File: config.mk
export PLATFORM = sky130hd
export DESIGN_NAME = stepdown_deadtime_ctrl
export DESIGN_NICKNAME = d
export VERILOG_FILES = /design/src/rtl/stepdown_deadtime_ctrl.sv
export SDC_FILE = /design/constraint.sdc
export NUM_CORES = 1
export LEC_CHECK = 0
export ABC_CLOCK_PERIOD_IN_PS = 3100
export BUFFER_PORTS_ARGS = -buffer_cell sky130_fd_sc_hd__buf_4
export CAP_MARGIN = 10
export CORE_AREA = 2 2 70 55
export CTS_BUF_LIST = sky130_fd_sc_hd__clkbuf_8 sky130_fd_sc_hd__clkbuf_16
export DETAILED_ROUTE_END_ITERATION = 8
export DIE_AREA = 0 0 72 57
export HOLD_SLACK_MARGIN = 0.12
export PLACE_DENSITY = 0.73
export SETUP_SLACK_MARGIN = 0.3
export SKIP_LAST_GASP = 1
export SYNTH_ARGS = -nofsm -noshare
export SYNTH_HDL_FRONTEND = slang
export SYNTH_SLANG_ARGS = --single-unit
File: constraint.sdc
create_clock -name CELCLK -period 3.1 [get_ports CELCLK]
set_input_delay 0.155 -clock CELCLK [delete_from_list [all_inputs] [get_ports CELCLK]]
set_output_delay 0.155 -clock CELCLK [all_outputs]
set_load 0.03 [all_outputs]
File: src/rtl/stepdown_deadtime_ctrl.sv
// stepdown_deadtime_ctrl: break-before-make HS/LS gate sequencer with dead-time, min-on time and gate-sense fault latching.
// Defining DIODE_EMULATION_EN adds the OFF_DCM state entered from LS on inductor zero-cross.
module stepdown_deadtime_ctrl #(
   parameter int DT_W   = 6,
   parameter int MIN_ON = 4,
   parameter int ACK_TO = 15
) (
   input  logic            CELCLK,
   input  logic            CELRSTN,
   input  logic            CELV,
   input  logic            CELG,
   input  logic            SUB,
   input  logic            en,
   input  logic            pwm_req,
   input  logic [DT_W-1:0] dt_lh,
   input  logic [DT_W-1:0] dt_hl,
   input  logic            hs_sense,
   input  logic            ls_sense,
   input  logic            zc,
   output logic            hs_on,
   output logic            ls_on,
   output logic            fault,
   output logic [2:0]      state_o
);
   localparam int TO_W = $clog2(ACK_TO + 1);
`ifdef DIODE_EMULATION_EN
   typedef enum logic [2:0] {OFF = 3'd0, LS = 3'd1, DT_LH = 3'd2, HS = 3'd3, DT_HL = 3'd4, FAULT = 3'd5, OFF_DCM = 3'd6} state_t;
`else
   typedef enum logic [2:0] {OFF = 3'd0, LS = 3'd1, DT_LH = 3'd2, HS = 3'd3, DT_HL = 3'd4, FAULT = 3'd5} state_t;
`endif
   state_t          state, nxt;
   logic [DT_W-1:0] dt_cnt, mo_cnt, dt_sel;
   logic [TO_W-1:0] to_cnt;
   logic            dt_zero, to_hit, dt_entry, stuck, unused;
   assign unused   = ^{CELV, CELG, SUB, zc};
   assign dt_zero  = dt_cnt == '0;
   assign to_hit   = to_cnt == TO_W'(ACK_TO - 1);
   assign dt_sel   = (nxt == DT_LH) ? dt_lh : dt_hl;
   assign dt_entry = (nxt == DT_LH || nxt == DT_HL) && nxt != state;
   assign stuck    = dt_zero && ((state == DT_LH && ls_sense) || (state == DT_HL && hs_sense));
   assign state_o  = state;
   always_comb begin
      nxt = state;
      if (!en)
         nxt = OFF;
      else if (hs_sense && ls_sense)
         nxt = FAULT;
      else
         case (state)
            OFF:     nxt = DT_HL;
`ifdef DIODE_EMULATION_EN
            LS:      nxt = pwm_req ? DT_LH : zc ? OFF_DCM : LS;
            OFF_DCM: nxt = pwm_req ? DT_LH : OFF_DCM;
`else
            LS:      nxt = pwm_req ? DT_LH : LS;
`endif
            DT_LH:   nxt = !dt_zero ? DT_LH : !ls_sense ? HS : to_hit ? FAULT : DT_LH;
            HS:      nxt = (mo_cnt == '0 && !pwm_req) ? DT_HL : HS;
            DT_HL:   nxt = !dt_zero ? DT_HL : !hs_sense ? LS : to_hit ? FAULT : DT_HL;
            FAULT:   nxt = FAULT;
            default: nxt = OFF;
         endcase
   end
   // Counters are loaded with N-1 so a DT or HS state lasts exactly N cycles; a zero dead-time behaves as one.
   always_ff @(posedge CELCLK or negedge CELRSTN)
      if (!CELRSTN) begin
         state  <= OFF;
         dt_cnt <= '0;
         mo_cnt <= '0;
         to_cnt <= '0;
         hs_on  <= 1'b0;
         ls_on  <= 1'b0;
         fault  <= 1'b0;
      end else begin
         state  <= nxt;
         dt_cnt <= dt_entry ? ((dt_sel == '0) ? '0 : dt_sel - 1'b1) : dt_zero ? '0 : dt_cnt - 1'b1;
         mo_cnt <= (nxt == HS && state != HS) ? DT_W'(MIN_ON - 1) : (mo_cnt == '0) ? '0 : mo_cnt - 1'b1;
         to_cnt <= dt_entry ? '0 : stuck ? to_cnt + 1'b1 : to_cnt;
         hs_on  <= nxt == HS;
         ls_on  <= nxt == LS;
         fault  <= nxt == FAULT;
      end
endmodule

==> metrics, run 1 <==
outcome completed; total CTS buffers 3; Slew headroom 57.2%; total of flip-flops plus latches after synthesis 22; Max clock buf depth 2; Final Worst Setup Slack 0.0552 ns; worst-margin pin slew 0.635 ns; routed len/inst 15.6 um; Tcrit/Tclk final 98.2%; DRC Markers 0; Main synth FF type dfrtp_1; Antenna Nets Post-Route 0; Final Non-Filler Cells 263; Syn Area/Cell 9.51 sq um; crit path kind flip-flop to flip-flop; initial detailed-routing violation count 93; Leak 1.02 nW; CTS sink cnt 22; die area 4100 sq um; Buffers on Ports 23; Worst Setup End Kind flip-flop; worst endpoint data arrival time 3.18 ns; final design utilization 64.1%; Post-synth EDFFs 0; critical path launch point type flip-flop; Die X 72 um; ANT cells 0; DP Cell Count 245; R2R depth 10; via count 1447; Worst EP required 3.24 ns; num ports 28; vias in the first global route 1484; sequential share of the synthesized area 33.6%; minimum clock period 3.04 ns; clk root buf clkbuf_8; Design Area, Final 2240 sq um; Die Span Y 57 um; GRT Resource Usage Total 21.2%; worst hold slack 0.197 ns; Post-Route WL 4100 um; area grow syn2layout 36.9%; final hold violations 0; Fin Setup TNS 0 ns; Synth async-reset ratio 100%; first-pass GRT wire length 6760 um; H-tree Lvls 1; FMAX 328 MHz; Final #Nets 252; R2R Setup Slk 0.06 ns; unrepaired setup endpoints after global routing true; power density over cell area 646 nW/um^2; Max Cap Viol 0; worst setup path start dt_cnt[3]$_DFF_PN0_; synth warn 0; synthesized cell area 1640 sq um; Max Transition Viols Final 0; clock latency on the worst-skew pair 0.26 ns; largest net degree at the start of global routing 23; initial antenna violation count 0; Max Clock Skew 0.00426 ns; DP Worst Slack -0.00445 ns; capturing point of the worst reg2reg path dt_cnt[2]$_DFF_PN0_; Initial DRT Pass Iterations 4; r2r startpoint dt_cnt[3]$_DFF_PN0_; starting density of the core 46.8%; Worst VDD drop 0.352 mV; Synth cell types 53; Hold Crit Class input port to flip-flop; Post-Synthesis Cells 172; core box area 3490 sq um; vias per cell 5.50; RD Place Congestion 0.864; worst hold stages 3; Remaining Overflow, GRT 0; Final Setup Violations 0; CP Max Fanout 6; Rows 19; dpl hpwl 3000 um; CTS tree done; clk slew on worst S/H paths 0.08 ns; share of cells above drive strength 1 41.6%; CP Capture Point dt_cnt[2]$_DFF_PN0_; Pwr Total 1.45 mW; dpl cell area 1970 sq um; Post-Syn Nets 202
-- logic make-up after synthesis --
logic type	Yosys count	synth area share, %
xor+xnor	17	9.10
buf+inv	19	4.74
fa+ha+maj	8	6.12
mux	6	3.75
flops	22	33.6
compound gates	28	15.1
simple gates	72	27.6
-- registers in the layout (all words and copies together), names as in the netlist --
name and count:
ls_on 1, state_o 3, dt_cnt 6, fault 1, mo_cnt 6, hs_on 1
to_cnt 4
-- layout by cell type (no fill, tap or decap), types with 2 or more instances in the layout --
cell type,n
buf_4,48
dfrtp_1,20
nor2_1,17
inv_1,9
xor2_1,9
nand2_1,8
xnor2_1,8
nand2b_1,7
nor3_1,7
o21ai_0,6
inv_2,4
mux2i_1,4
ha_1,4
nor4_1,3
or3_1,3
o22ai_2,3
o22ai_1,3
ha_4,3
clkbuf_8,3
or4_4,2
nor4_4,2
inv_4,2
a2111o_1,2
nand3b_1,2
nor4b_1,2
a21oi_1,2
and3_1,2
dfrtp_2,2
-- cell type report --
type | instances | area [sq um]
tap | 42 | 52.6
timing repair buffer | 49 | 370
sequential | 22 | 553
clock inverter | 1 | 30.0
clock buffer | 3 | 41.3
inverter | 15 | 61.3
multi-input combinational | 131 | 1130
fill | 253 | 1250
-- how the worst min path moves through the flow --
| stage | startpoint | slack (ns) | end |
|---|---|---|---|
| after floorplan | CELRSTN | -0.14 | dt_cnt[0]$_DFF_PN0_ |
| after global placement | CELRSTN | 0.06 | to_cnt[3]$_DFFE_PN0P_ |
| after detailed placement | CELRSTN | 0.06 | to_cnt[3]$_DFFE_PN0P_ |
| after CTS | en | 0.20 | state_o[2]$_DFF_PN0_ |
| after global routing | en | 0.21 | state_o[2]$_DFF_PN0_ |
| final | en | 0.20 | state_o[2]$_DFF_PN0_ |
-- worst max-delay path, cell delays in order, from the launching register on --
cell	delay, ns
dfrtp_1	0.39
or4_4	0.59
a2111o_1	0.33
and2_4	0.19
nand3_4	0.10
mux2_4	0.33
inv_4	0.07
ha_4	0.11
or2b_1	0.25
o311ai_4	0.43
o22ai_2	0.12
-- power by group --
| part | internal, mW | total (mW) | switching [mW] |
|---|---|---|---|
| registers | 0.377 | 0.449 | 0.0711 |
| clock network | 0.173 | 0.266 | 0.0938 |
| logic | 0.371 | 0.732 | 0.361 |
-- metal layers --
| layer | global-route usage, % | share of wire, % |
|---|---|---|
| met2 | 37.0 | 49 |
| met5 | 0 | 0 |
| met4 | 6.47 | 1.5 |
| met1 | 27.5 | 44 |
| met3 | 3.00 | 4.9 |
-- timing repair --
| action | CTS | global route |
|---|---|---|
| hold buffers | 1 | 0 |
| hold endpoints to repair | 22 | 0 |
| pin swaps | 10 | 8 |
| resized for setup | 16 | 4 |
| endpoints found under the setup margin | 6 | 10 |
| gates cloned | 0 | 0 |
| buffers inserted | 9 | 4 |
-- synth_stat cells, types with 3 or more instances --
cell / instances / share of area [%]
nand2_1: 8 / 1.8
nor4b_1: 3 / 1.6
nor4_1: 3 / 1.1
nor3_1: 8 / 2.4
a21oi_1: 3 / 0.92
inv_1: 15 / 3.4
mux2i_1: 5 / 3.1
xor2_1: 9 / 4.8
ha_1: 8 / 6.1
or3_1: 3 / 1.1
nor2_1: 17 / 3.9
nand2b_1: 7 / 2.7
o22ai_1: 5 / 1.9
dfrtp_1: 22 / 34
o21ai_0: 6 / 1.8
xnor2_1: 8 / 4.3
No activity file was read; power rests on OpenSTA's default activity.
==> run 2, diff against run 1 <==
Settings changed: ABC_CLOCK_PERIOD_IN_PS 3100 to 3200, CORE_AREA 2 2 70 55 to 2 2 66 53, DIE_AREA 0 0 72 57 to 0 0 68 55, PLACE_DENSITY 0.73 to 0.76.
Clock period 3.1 ns to 3.2 ns, I/O delays scaled along.
==> metrics, run 2 (synthesized netlist as in run 1, its figures left out) <==
crit path kind flip-flop to flip-flop; vias in the first global route 1351; DR top layer met4; Max clock buf depth 2; Tcrit/Tclk final 97.1%; Fin Setup TNS 0 ns; Max Transition Viols Final 0; most frequent cells in the layout buf_4, dfrtp_1, nor2_1; num ports 28; DP Cell Count 240; Hold Crit Class input port to flip-flop; Max Cap Viol 0; H-tree Lvls 1; CP Max Fanout 6; outcome completed; Initial DRT Pass Iterations 4; Final #Nets 247; Leak 0.995 nW; die area 3740 sq um; Remaining Overflow, GRT 0; via count 1457; RD Place Congestion 0.870; critical path launch point type flip-flop; Worst EP required 3.33 ns; routed len/inst 16.0 um; Buffers on Ports 23; met3 WL 157 um; core box area 3110 sq um; share of cells above drive strength 1 39.8%; FMAX 322 MHz; total CTS buffers 3; Design Area, Final 2190 sq um; initial antenna violation count 0; minimum clock period 3.11 ns; power density over cell area 581 nW/um^2; initial detailed-routing violation count 91; final hold violations 0; Met2 Routed Length 2120 um; Worst Setup End Kind flip-flop; biggest regs dt_cnt: 6 flops, mo_cnt: 6 flops, to_cnt: 4 flops; Slew headroom 56.7%; worst-margin pin slew 0.643 ns; vias per cell 5.69; met1 wire length 1790 um; Max Clock Skew 0.00441 ns; worst hold slack 0.199 ns; first-pass GRT wire length 6110 um; Worst VDD drop 0.286 mV; clk root buf clkbuf_8; CTS sink cnt 22; starting density of the core 52.7%; clk slew on worst S/H paths 0.08 ns; Multi-input gate area 1150 sq um; largest net degree at the start of global routing 23; DRC Markers 0; Die Span Y 55 um; unrepaired setup endpoints after global routing true; clock latency on the worst-skew pair 0.26 ns; dpl cell area 1950 sq um; ANT cells 0; Die X 68 um; Final Non-Filler Cells 256; fillers 225; area grow syn2layout 34.0%; Post-Route WL 4110 um; Final Setup Violations 0; worst endpoint data arrival time 3.23 ns; dpl hpwl 3130 um; GRT Resource Usage Total 22.4%; Antenna Nets Post-Route 0; Reg area 553 sq um; Rows 18; most common cell after layout, fill and taps aside buf_4; CTS tree done
run 2: report_power, final:
group,switching (mW),internal [mW]
clock,0.0897,0.0855
sequential,0.0690,0.365
combinational,0.336,0.328
total,0.494,0.779
run 2: timing repair:
item | 4_1_cts | 5_1_grt
endpoints found under the setup margin | 6 | 10
gates resized for setup | 8 | 14
pin swaps | 8 | 14
hold buffers | 1 | 0
endpoints found under the hold margin | 22 | 0
buffers inserted | 3 | 8
run 2: cell type report:
| class | count | share of cell area, % |
|---|---|---|
| inverters | 15 | 2.80 |
| well taps | 40 | 2.28 |
| repair buffers | 44 | 15.2 |
| multi-input cells | 131 | 52.5 |
| clock buffers | 3 | 1.88 |
| clock inverters | 1 | 0.171 |
| flip-flops and latches | 22 | 25.2 |
run 2: critical path, stage by stage (launching register included):
cell and delay, ns:
dfrtp_1 0.41, inv_2 0.09, ha_4 0.12, or3b_4 0.41, nor4b_4 0.31, or3_4 0.19
nand3_4 0.10, mux2_4 0.33, inv_4 0.07, ha_4 0.12, or2b_1 0.25, o311ai_4 0.44
o22ai_2 0.15
run 2: path summary, 6_finish.rpt:
kind | from | to | slack (ns) | cells after the start
worst max register to register | mo_cnt[0]$_DFF_PN0_ | dt_cnt[2]$_DFF_PN0_ | 0.09 | 12
min in group asynchronous | CELRSTN | hs_on$_DFF_PN0_ | 0.31 | 2
max in group asynchronous | CELRSTN | state_o[0]$_DFF_PN0_ | 2.64 | 2
worst min-delay path | en | state_o[2]$_DFF_PN0_ | 0.20 | 3
worst min register to register | mo_cnt[0]$_DFF_PN0_ | mo_cnt[0]$_DFF_PN0_ | 0.54 | 1
worst max-delay path | mo_cnt[0]$_DFF_PN0_ | dt_cnt[2]$_DFF_PN0_ | 0.09 | 12
run 2: metal layers:
| layer | vias to the layer above | GRT usage [%] |
|---|---|---|
| met5 | - | 0 |
| met4 | 0 | 6.00 |
| met3 | 4 | 1.82 |
| met2 | 40 | 42.7 |
| met1 | 707 | 27.3 |
| li1 | 706 | - |
run 2: stage by stage:
| step | worst slack (ns) | utilization [%] | total power [mW] |
|---|---|---|---|
| floorplan | 0.149 | - | 0.799 |
| global placement | 0.111 | 62.7 | 0.919 |
| detailed placement | -0.0556 | 62.7 | 0.961 |
| CTS | 0.158 | 66.7 | 1.16 |
| global route | 0.00191 | 70.6 | 1.35 |
| finish | 0.0917 | 70.6 | 1.27 |
==> run 3, diff against run 2 <==
Settings changed: ABC_CLOCK_PERIOD_IN_PS 3200 to 3250, CORE_AREA 2 2 66 53 to 2 2 70 55, DIE_AREA 0 0 68 55 to 0 0 72 57, PLACE_DENSITY 0.76 to 0.7.
Clock period 3.2 ns to 3.25 ns, I/O delays scaled along.
==> metrics, run 3 (synthesized netlist as in run 1, its figures left out) <==
outcome completed; Leak 0.977 nW; clk slew on worst S/H paths 0.09 ns; Remaining Overflow, GRT 0; Stages on worst setup path 12; Flop pwr share 33.4%; R2R depth 12; final hold violations 0; vias per cell 5.62; clk root buf clkbuf_8; worst-margin pin slew 0.724 ns; H-tree Lvls 1; initial detailed-routing violation count 103; Max Transition Viols Final 0; Max clock buf depth 2; unrepaired setup endpoints after global routing true; vias in the first global route 1488; internal power 826 uW; Slew headroom 51.2%; Antenna Nets Post-Route 0; Fin Setup TNS 0 ns; most frequent cells in the layout buf_4, dfrtp_1, nor2_1; Max Clock Skew 0.00646 ns; total CTS buffers 3; RD Place Congestion 0.821; M3 GR Usage 4.06%; critical path launch point type flip-flop; die area 4100 sq um; Initial DRT Pass Iterations 4; Worst EP required 3.39 ns; Max Cap Viol 0; CTS sink cnt 22; CP Max Fanout 6; Top Family by Delay on Critical Path simple AND/OR/NAND/NOR gates; worst endpoint data arrival time 3.20 ns; met2 usage in global routing 37.7%; Final #Nets 243; CP Capture Point dt_cnt[0]$_DFF_PN0_; initial antenna violation count 0; worst setup path start mo_cnt[0]$_DFF_PN0_; Hold Crit Class input port to flip-flop; ANT cells 0; Buffers on Ports 23; power density over cell area 601 nW/um^2; Buf/Inv on CP 2; via count 1428; CTS tree done; slowest cell on the critical path dfrtp_1; clock power share 20.1%; core box area 3490 sq um; minimum clock period 3.06 ns; combinational share of power 46.6%; starting density of the core 46.8%; biggest regs dt_cnt: 6 flops, mo_cnt: 6 flops, to_cnt: 4 flops; CP dominant cell by count ha_4; met1 usage 28.2%; routed len/inst 16.2 um; clock latency on the worst-skew pair 0.27 ns; most common cell after layout, fill and taps aside buf_4; Worst VDD drop 0.205 mV; most used routing layer met2; Die Span Y 57 um; area grow syn2layout 32.2%; Final Setup Violations 0; FMAX 327 MHz; Die X 72 um; Post-Route WL 4120 um; R2R Setup Slk 0.19 ns; GRT Resource Usage Total 21.9%; Pwr Total 1.30 mW; dpl hpwl 2960 um; crit path kind flip-flop to flip-flop; Worst Setup End Kind flip-flop; crit-path cells inv_2 > ha_4 > or3b_4 > nor4b_4 > or3_4 > nand3_4 > mux2_4 > inv_4 > ha_4 > or2b_1 > o311ai_4 > o22ai_1; crit-path max cell delay 0.41 ns; Tcrit/Tclk final 94.2%; Rows 19; Net Sw Frac 36.5%; share of cells above drive strength 1 37.7%; NetSw 474 uW; num ports 28; largest net degree at the start of global routing 23; DRC Markers 0; capturing point of the worst reg2reg path dt_cnt[0]$_DFF_PN0_; r2r startpoint mo_cnt[0]$_DFF_PN0_; first-pass GRT wire length 6950 um
[run 3: cell types whose count changed in the layout (fill, tap and decap cells not counted), sizes merged]
cell    change
inv         -1
bufinv      +1
buf         -4
[run 3: worst reg2reg max path: cells and delay by family (launching register included)]
kind	cells	cell delay [ns]
flip-flops	1	0.41
AND/OR/NAND/NOR	5	1.28
adder cells (fa/ha/maj)	2	0.24
buffers and inverters	2	0.17
multiplexers	1	0.34
AO/OA/AOI/OAI	2	0.49
[run 3: worst min-delay path by stage]
stage | from | endpoint | slack (ns) | cells after the start
floorplan | CELRSTN | dt_cnt[0]$_DFF_PN0_ | -0.13 | 0
global placement | CELRSTN | to_cnt[3]$_DFFE_PN0P_ | 0.07 | 1
detailed placement | CELRSTN | to_cnt[3]$_DFFE_PN0P_ | 0.07 | 1
CTS | en | state_o[2]$_DFF_PN0_ | 0.19 | 3
global route | en | fault$_DFF_PN0_ | 0.21 | 3
finish | en | state_o[2]$_DFF_PN0_ | 0.19 | 3
[run 3: per-layer routing]
metal  up-vias  routed length [um]
li1        694                   -
met1       677                1830
met2        49                2000
met3         8                 204
met4         0                  79
met5         -                   0
[run 3: power groups by stage]
stage	logic, mW	registers [mW]	clock network (mW)
after floorplan	0.349	0.438	0
after global placement	0.476	0.430	0
after global routing	0.669	0.443	0.276
after detailed placement	0.501	0.438	0
after CTS	0.554	0.427	0.262
final	0.605	0.434	0.261
[run 3: timing repair]
action,CTS,global route
endpoints found under the setup margin,6,6
pin swaps,6,4
hold buffers,1,0
hold endpoints to repair,22,0
setup buffers,5,4
resized for setup,10,8
[run 3: layout make-up]
cell class,instances,area (sq um)
fillers,287,1330
inverters,15,61.3
clock buffers,3,41.3
flip-flops and latches,22,553
multi-input cells,131,1120
well taps,42,52.6
clock inverters,1,30.0
repair buffers,40,303
[run 3: metrics by stage]
step	hold slack, ns	worst slack [ns]	instance area [sq um]	std cells	utilization, %
6_report	0.193	0.190	2160	254	61.9
5_1_grt	0.206	0.108	2160	254	61.9
4_1_cts	0.195	0.237	2110	250	60.5
3_5_place_dp	0.0706	0.120	1940	240	55.4
3_3_place_gp	0.0657	0.152	1940	240	55.4
2_1_floorplan	-0.133	0.199	1680	172	-
